==> src/rtl/psram_line_arbiter.sv <==
// Purpose : shares one QSPI PSRAM line controller between the CPU cache (line read/write)
//           and video refresh (line read), sequencing the mem_rd/mem_wr + busy handshake.
// Latency : request seen in IDLE -> mem_rd/mem_wr next cycle; ack 1 cycle after busy falls.
// Backpressure: requests are level-held and only sampled in IDLE, so nothing is lost while
//           a transfer is in flight. The controller stalls us by holding busy low (init).
//
// Ports:
//   mem_clk, reset           clock, synchronous active-high reset (shared with controller)
//   cpu_rd/cpu_wr/cpu_addr   CPU line fill / write-back request (level) and line address
//   cpu_line_rdata           CPU write-back buffer data, passed through as ctl_cache_rdata
//   cpu_ack, vid_ack         one-cycle completion pulses
//   vid_rd/vid_addr          video line-fetch request (level) and line address
//   cpu_buf_we, vid_buf_we   line-buffer write strobes routed from the controller
//   mem_rd/mem_wr/raddr/waddr  command to the controller
//   rd_busy/wr_busy          controller transfer-in-progress flags
//   ctl_cache_en/we          controller line-buffer port strobes
//   grant                    00 none, 01 CPU, 10 video
//   arb_err                  sticky ISSUE timeout flag
//
// Build option: define ARB_TIMEOUT_EN to enable the ISSUE-state watchdog (TIMEOUT_CYCLES).
// Without it arb_err is tied low and ISSUE waits for the controller indefinitely.

module psram_line_arbiter #(
    parameter int MAX_VID_RUN    = 4,
    parameter int TIMEOUT_CYCLES = 20000
) (
    input  logic         mem_clk,
    input  logic         reset,
    input  logic         cpu_rd,
    input  logic         cpu_wr,
    input  logic [17:0]  cpu_addr,
    input  logic [127:0] cpu_line_rdata,
    output logic         cpu_ack,
    input  logic         vid_rd,
    input  logic [17:0]  vid_addr,
    output logic         vid_ack,
    output logic         cpu_buf_we,
    output logic         vid_buf_we,
    output logic         mem_rd,
    output logic         mem_wr,
    output logic [17:0]  raddr,
    output logic [17:0]  waddr,
    input  logic         rd_busy,
    input  logic         wr_busy,
    input  logic         ctl_cache_en,
    input  logic         ctl_cache_we,
    output logic [127:0] ctl_cache_rdata,
    output logic [1:0]   grant,
    output logic         arb_err
);

    if (MAX_VID_RUN < 1 || MAX_VID_RUN > 15) begin : g_bad_max_vid_run
        $error("psram_line_arbiter: MAX_VID_RUN must be in 1..15");
    end
    if (TIMEOUT_CYCLES < 1 || TIMEOUT_CYCLES > 32767) begin : g_bad_timeout
        $error("psram_line_arbiter: TIMEOUT_CYCLES must fit the 15-bit counter");
    end

    localparam logic [3:0] MAX_RUN = 4'(MAX_VID_RUN);

    typedef enum logic [1:0] {
        S_IDLE  = 2'd0,
        S_ISSUE = 2'd1,
        S_BUSY  = 2'd2,
        S_DONE  = 2'd3
    } state_t;

    state_t      state, state_nxt;
    logic        mem_rd_nxt, mem_wr_nxt;
    logic        cpu_ack_nxt, vid_ack_nxt;
    logic [17:0] raddr_nxt, waddr_nxt;
    logic [1:0]  grant_nxt;
    logic [3:0]  vid_run, vid_run_nxt;
    logic        busy;
    logic        cpu_req;
    logic        vid_win;
    logic        timeout_hit;

    assign busy    = rd_busy | wr_busy;
    assign cpu_req = cpu_rd | cpu_wr;
    // Video normally wins; a pending CPU request only gets in once video has had
    // MAX_VID_RUN consecutive grants.
    assign vid_win = vid_rd & (~cpu_req | (vid_run < MAX_RUN));

    // Line-buffer port routing: strobes reach only the current owner's buffer.
    assign cpu_buf_we      = ctl_cache_en & ctl_cache_we & (grant == 2'b01);
    assign vid_buf_we      = ctl_cache_en & ctl_cache_we & (grant == 2'b10);
    assign ctl_cache_rdata = cpu_line_rdata;

    always_comb begin
        state_nxt   = state;
        mem_rd_nxt  = mem_rd;
        mem_wr_nxt  = mem_wr;
        raddr_nxt   = raddr;
        waddr_nxt   = waddr;
        grant_nxt   = grant;
        cpu_ack_nxt = 1'b0;
        vid_ack_nxt = 1'b0;
        vid_run_nxt = vid_run;

        case (state)
            S_IDLE: begin
                if (!cpu_req) begin
                    vid_run_nxt = 4'd0;
                end
                if (vid_win) begin
                    grant_nxt  = 2'b10;
                    raddr_nxt  = vid_addr;
                    mem_rd_nxt = 1'b1;
                    state_nxt  = S_ISSUE;
                    if (cpu_req && vid_run != 4'hF) begin
                        vid_run_nxt = vid_run + 4'd1;
                    end
                end else if (cpu_req) begin
                    grant_nxt   = 2'b01;
                    vid_run_nxt = 4'd0;
                    state_nxt   = S_ISSUE;
                    // Write-back goes first so a dirty line is out before its refill.
                    if (cpu_wr) begin
                        waddr_nxt  = cpu_addr;
                        mem_wr_nxt = 1'b1;
                    end else begin
                        raddr_nxt  = cpu_addr;
                        mem_rd_nxt = 1'b1;
                    end
                end
            end

            S_ISSUE: begin
                if (busy) begin
                    mem_rd_nxt = 1'b0;
                    mem_wr_nxt = 1'b0;
                    state_nxt  = S_BUSY;
                end else if (timeout_hit) begin
                    // Give up on the controller but still complete the handshake so the
                    // requester is not left hanging.
                    mem_rd_nxt  = 1'b0;
                    mem_wr_nxt  = 1'b0;
                    state_nxt   = S_DONE;
                    cpu_ack_nxt = (grant == 2'b01);
                    vid_ack_nxt = (grant == 2'b10);
                end
            end

            S_BUSY: begin
                if (!busy) begin
                    state_nxt   = S_DONE;
                    cpu_ack_nxt = (grant == 2'b01);
                    vid_ack_nxt = (grant == 2'b10);
                end
            end

            S_DONE: begin
                // Ack is high this cycle; the requester drops its level here, and IDLE
                // samples fresh on the following cycle.
                grant_nxt = 2'b00;
                state_nxt = S_IDLE;
            end

            default: begin
                state_nxt  = S_IDLE;
                mem_rd_nxt = 1'b0;
                mem_wr_nxt = 1'b0;
                grant_nxt  = 2'b00;
            end
        endcase
    end

    always_ff @(posedge mem_clk) begin
        if (reset) begin
            state   <= S_IDLE;
            mem_rd  <= 1'b0;
            mem_wr  <= 1'b0;
            raddr   <= 18'd0;
            waddr   <= 18'd0;
            grant   <= 2'b00;
            cpu_ack <= 1'b0;
            vid_ack <= 1'b0;
            vid_run <= 4'd0;
        end else begin
            state   <= state_nxt;
            mem_rd  <= mem_rd_nxt;
            mem_wr  <= mem_wr_nxt;
            raddr   <= raddr_nxt;
            waddr   <= waddr_nxt;
            grant   <= grant_nxt;
            cpu_ack <= cpu_ack_nxt;
            vid_ack <= vid_ack_nxt;
            vid_run <= vid_run_nxt;
        end
    end

`ifdef ARB_TIMEOUT_EN
    localparam logic [14:0] TO_LAST = 15'(TIMEOUT_CYCLES - 1);

    logic [14:0] to_cnt;

    // to_cnt holds (ISSUE cycles elapsed - 1), so the hit fires on the
    // TIMEOUT_CYCLES-th cycle spent waiting for busy.
    assign timeout_hit = (to_cnt == TO_LAST);

    always_ff @(posedge mem_clk) begin
        if (reset) begin
            to_cnt  <= 15'd0;
            arb_err <= 1'b0;
        end else begin
            if (state == S_ISSUE && !busy && !timeout_hit) begin
                to_cnt <= to_cnt + 15'd1;
            end else begin
                to_cnt <= 15'd0;
            end
            if (state == S_ISSUE && !busy && timeout_hit) begin
                arb_err <= 1'b1;
            end
        end
    end
`else
    assign timeout_hit = 1'b0;
    assign arb_err     = 1'b0;
`endif

endmodule

==> config.mk <==
export PLATFORM = sky130hd
export DESIGN_NAME = psram_line_arbiter
export DESIGN_NICKNAME = d
export VERILOG_FILES = /design/src/rtl/psram_line_arbiter.sv
export SDC_FILE = /design/constraint.sdc
export NUM_CORES = 1
export LEC_CHECK = 0
export ABC_CLOCK_PERIOD_IN_PS = 1700
export CAP_MARGIN = 20
export CORE_AREA = 2 2 135 137
export DETAILED_ROUTE_END_ITERATION = 8
export DIE_AREA = 0 0 137 139
export SYNTH_ARGS = -nofsm -noshare
export SYNTH_HDL_FRONTEND = slang
export SYNTH_SLANG_ARGS = --single-unit
==> constraint.sdc <==
create_clock -name mem_clk -period 1.7 [get_ports mem_clk]
set_input_delay 0.34 -clock mem_clk [delete_from_list [all_inputs] [get_ports mem_clk]]
set_output_delay 0.34 -clock mem_clk [all_outputs]
set_load 0.005 [all_outputs]
# [Word level (Yosys, flattened, before mapping)]
# Index checks and enable logic that the tools add are counted.
[word_totals] elab_cells=70 output_inout_bits=173 input_bits=173 regBits=48
[classes] addsub=1 n_lt_le_gt_ge=1 n_bitwise=10 reduce_logical=12 n_mux=23 n_eq_ne=14
[ops] op="$mux W18" n=3
[ops] op="$mux W4" n=4
[ops] op="$mux W2" n=5
[ops] op="$ne A2 B2 Y1 const B" n=5
[ops] op="$pmux W2 S4" n=1
[ops] op="$reduce_and A4 Y1" n=2
[ops] op="$mux W1" n=7
[ops] op="$eq A2 B2 Y1 const B" n=3
[ops] op="$ne A3 B3 Y1 const B" n=2
[ops] op="$reduce_and A3 Y1" n=2
[ops] op="$reduce_bool A2 Y1" n=3
[ops] op="$reduce_and A5 Y1" n=1
[ops] op="$add A4 B1 Y4 const B" n=1
[ops] op="$and A1 B1 Y1" n=4
[ops] op="$eq A2 B1 Y1 const B" n=2
[ops] op="$lt A4 B3 Y1 const B" n=1
[ops] op="$ne A4 B4 Y1 const B" n=1
[ops] op="$pmux W1 S2" n=2
[ops] op="$pmux W2 S2" n=1
[ops] op="$not A1 Y1" n=3
[ops] op="$or A1 B1 Y1" n=3
[ops] op="$reduce_or A3 Y1" n=1
[ops] op="$logic_not A2 Y1" n=1
[ops] op="$ne A2 B1 Y1 const B" n=1
[ops] op="other kinds (2)" n=2

# [Logic depth before layout (Yosys ltp)]
[depth] depth_word=6 mapped_depth=7 depth_no_buf=6

# [Worst setup path before layout]
# Ideal clock, no wire load.
[synth_timing] kind="register to register" from="register state[0]" to="register mem_rd" path_stages_with_launch=7 arrival_ns=1.472 path_buffers=1 path_slack_ns=0.107 setup_time_ns=0.121 period_less_slack_ns=1.593 t_required_ns=1.579 cell_sequence="dfxtp_1 -> inv_1 -> ha_1 -> clkbuf_1 -> a22oi_1 -> o211ai_1 -> mux2_2"
[synth_via] elab_chain_len=3 elab_cells_between_ends=8 classes_between="eq/ne (4); mux (1); reduce/logical (3)"
[synth_lines] item="start: declaration" line="68" rtl="state_t state, state_nxt;"
[synth_lines] item="start signal: assignment" line="181" rtl="state <= state_nxt;"
[synth_lines] item="$eq A2 B1 Y1 / $logic_not A2 Y1 (equally long branches)" line="101" rtl="case (state)"
[synth_lines] item="$ne A2 B2 Y1 (no source line), or another cell as far along"
[synth_lines] item="$reduce_and A4 Y1 (no source line)"
[synth_lines] item="end signal: assignment" line="182" rtl="mem_rd <= mem_rd_nxt;"
[synth_lines] item="end: declaration" line="39" rtl="output logic mem_rd,"
# Several ways; a longest one is shown, not always the timed one.
# A chain may end at the register's enable or synchronous reset.

# [Worst setup path after layout]
[layout_timing] from="register grant[0]" to="output port grant[0]"
[layout_rtl] item="start: declaration" line="48" rtl="output logic [1:0] grant,"
[layout_rtl] item="start signal: assignment" line="186" rtl="grant <= grant_nxt;"
# No word-level cell between the ends.

==> results.md <==
* Clock sinks at 48
* CTS Buffer Depth at 2
* Hold depth at 3
* Post-route insts no fill at 587
* Initial DRC Count at 88
* Hold_buf cts at 0
* Antenna violations before repair at 1
* Register-to-Register Path Depth at 5
* Reg clk slew, reported paths at 0.07 ns
* # rows at 49
* Synthesized instance count at just under 400
* Pin count of the biggest net entering global routing at 34
* Num CTS Buffers at 5
* Synth Area per Inst at approximately 7.9 um^2
* Top FF cell, synth: dfxtp_1
* Post CTS Setup Buffer Count at 0
* CP endpoint kind: output pin
* Final Hold Viols at 0
* Buffers and inverters on the worst path at 1
* Top-area cell type share of the netlist area at around a third
* CP top delay family: buffers and inverters
* Synth area leader: buf_4
* Synthesized Nets at 567
* Lkg Pwr at between 1 and 1.5 nW
* Inst Count DP at 578
* H-Tree Depth at 2
* Worst path max stage delay at 0.55 ns
* # DRC at 0
* First-pass GRT wire length at approximately 14 mm
* Post-Route WL at 9.48 mm
* Area Overhead vs Synth at 16.0%
* DP Wirelength at 7.35 mm
* CP cell instances: clkdlybuf4s50_1
* Die area at ~0.019 mm^2
* Path type of the worst setup path: reg -> out
* Clk_lat worst skew at 0.29 ns
* Vias in the first global route at 2290
* Post-synth EDFFs at 0
* Synth warn at 0
* IO Pins at ~350
* Core area at 0.0177 mm^2
* N_diodes at 0
* Post-Syn Area at 0.00305 mm^2
* Clk_skew at approximately 0.0042 ns
* Layout Nets at 536
* Status: finished clean
* Critical path required time at approximately 1.4 ns
* WL per Instance at 16.1 um
* Critical path launch point type: flop
* Max VDD drop at 0.475 mV
* Power per Cell Area at ~1300 mW/mm^2
* Tot GR Track Use at 9.57%
* Async SR Flop Fraction at 0%
* Max-cap violation count at 0
* DRT Pass-1 Iters at 4
* Peak Freq at ~620 MHz
* Slowest CP cell: clkdlybuf4s50_1
* Setup Viol. Count Final at 0
* Top cells by count, synth: buf_4 (129), nand2_1 (60), dfxtp_1 (48), nor2_1 (32), a21oi_1 (23)
* CTS tree: done
* Share of post-route cells with drive strength above 1 at 10.3%
* Data arrival, critical path at roughly 1.3 ns
* Tmin final at 1.62 ns
* Crit share post-route at 95.1%
* Gr ovfl total at 0
* CTS root buf: clkbuf_16
* Die height at 139 um
* #FFs+latches synth at 48
* # port buffers at 88
* Drt via density at between 3 and 4
* Register area share after synthesis at 31.5%
* Area contributors post-synth: buf_4 (32%), dfxtp_1 (31%), nand2_1 (7.4%)
* Post-DRT Antenna Nets at 0
* Most common cell in the synthesized netlist: buf_4
* GP Congestion at 0.706
* Crit-path max FO at 5
* RSZ-0062 raised after global routing: false
* Die width at 137 um
* Final Slew Violations at 0
* Hold crit path type: in -> reg
* Hold Slack at ~0.43 ns
* Via Count at 2338
* Initial Util at 17.3%
* Synth unique cells at 37
* CP Depth at 1
* Setup_tns at 0 ns
[registers in the layout, indices dropped and copies added, names as in the netlist]
register	flops
mem_wr	1
cpu_ack	1
vid_run	4
state	2
mem_rd	1
waddr	18
raddr	18
vid_ack	1
grant	2
[cell type report]
cell class / count / area, um^2
inverter: 4 / 15.0
clock inverter: 2 / 15.0
sequential: 48 / 961
timing repair buffer: 110 / 1080
multi-input combinational: 188 / 1040
tap: 229 / 287
fill: 1968 / 14100
clock buffer: 6 / 139
[path summary, 6_finish.rpt]
kind	from	end	slack (ns)
min reg2reg	waddr[12]$_SDFFE_PP0P_	waddr[12]$_SDFFE_PP0P_	0.46
max	grant[0]$_SDFFE_PP0P_	grant[0]	0.08
max reg2reg	vid_run[2]$_SDFFE_PP0N_	raddr[13]$_SDFFE_PP0P_	0.10
min	reset	mem_rd$_SDFFE_PP0P_	0.43
[power breakdown]
group	internal (mW)	switching, mW
sequential	1.38	0.159
combinational	1.02	0.851
clock	0.586	0.453
total	2.98	1.46
[per-layer routing]
layer	up-vias	routed length (um)	global-route usage, %
met3	74	1180	5.30
met2	125	3840	12.5
met1	1045	3830	11.3
met5	-	58	1.85
li1	1090	-	-
met4	4	576	7.11
[layout by cell type (no fill, tap or decap), types with 2 or more instances in the layout]
master	Yosys	routed
a21oi_1	23	23
a22oi_1	2	2
a311oi_1	18	18
a32oi_1	2	2
buf_12	0	3
buf_4	129	17
clkbuf_16	0	5
clkdlybuf4s50_1	0	83
clkinvlp_4	0	2
dfxtp_1	48	48
dlygate4sd2_1	0	3
ha_1	6	5
inv_1	4	4
nand2_1	60	60
nand2b_1	3	3
nand3_1	20	20
nor2_1	32	32
o21ai_0	2	2
[cells by family after synthesis]
logic type	Yosys count	share of synthesized area, %
buf+inv	152	35.3
simple gates	123	17.1
compound gates	56	12.9
flops	48	31.5
fa+ha+maj	6	2.46
mux	2	0.696
other cells	1	0.123
[metrics by stage]
stage / util [%] / area [um^2] / worst slack [ns] / total power [mW]
2_1_floorplan: - / 3050 / 0.107 / 2.68
3_3_place_gp: 19.0 / 3360 / -0.312 / 3.39
3_5_place_dp: 19.0 / 3360 / -0.376 / 3.41
4_1_cts: 19.9 / 3510 / 0.00811 / 4.49
5_1_grt: 20.1 / 3540 / 0.00752 / 4.77
6_report: 20.1 / 3540 / 0.0839 / 4.45
[repair_timing]
item,in CTS,in global routing
gates cloned,0,1
setup endpoints to repair,20,21
gates resized for setup,4,6
hold endpoints to repair,0,0
No activity file was read; power rests on OpenSTA's default activity.
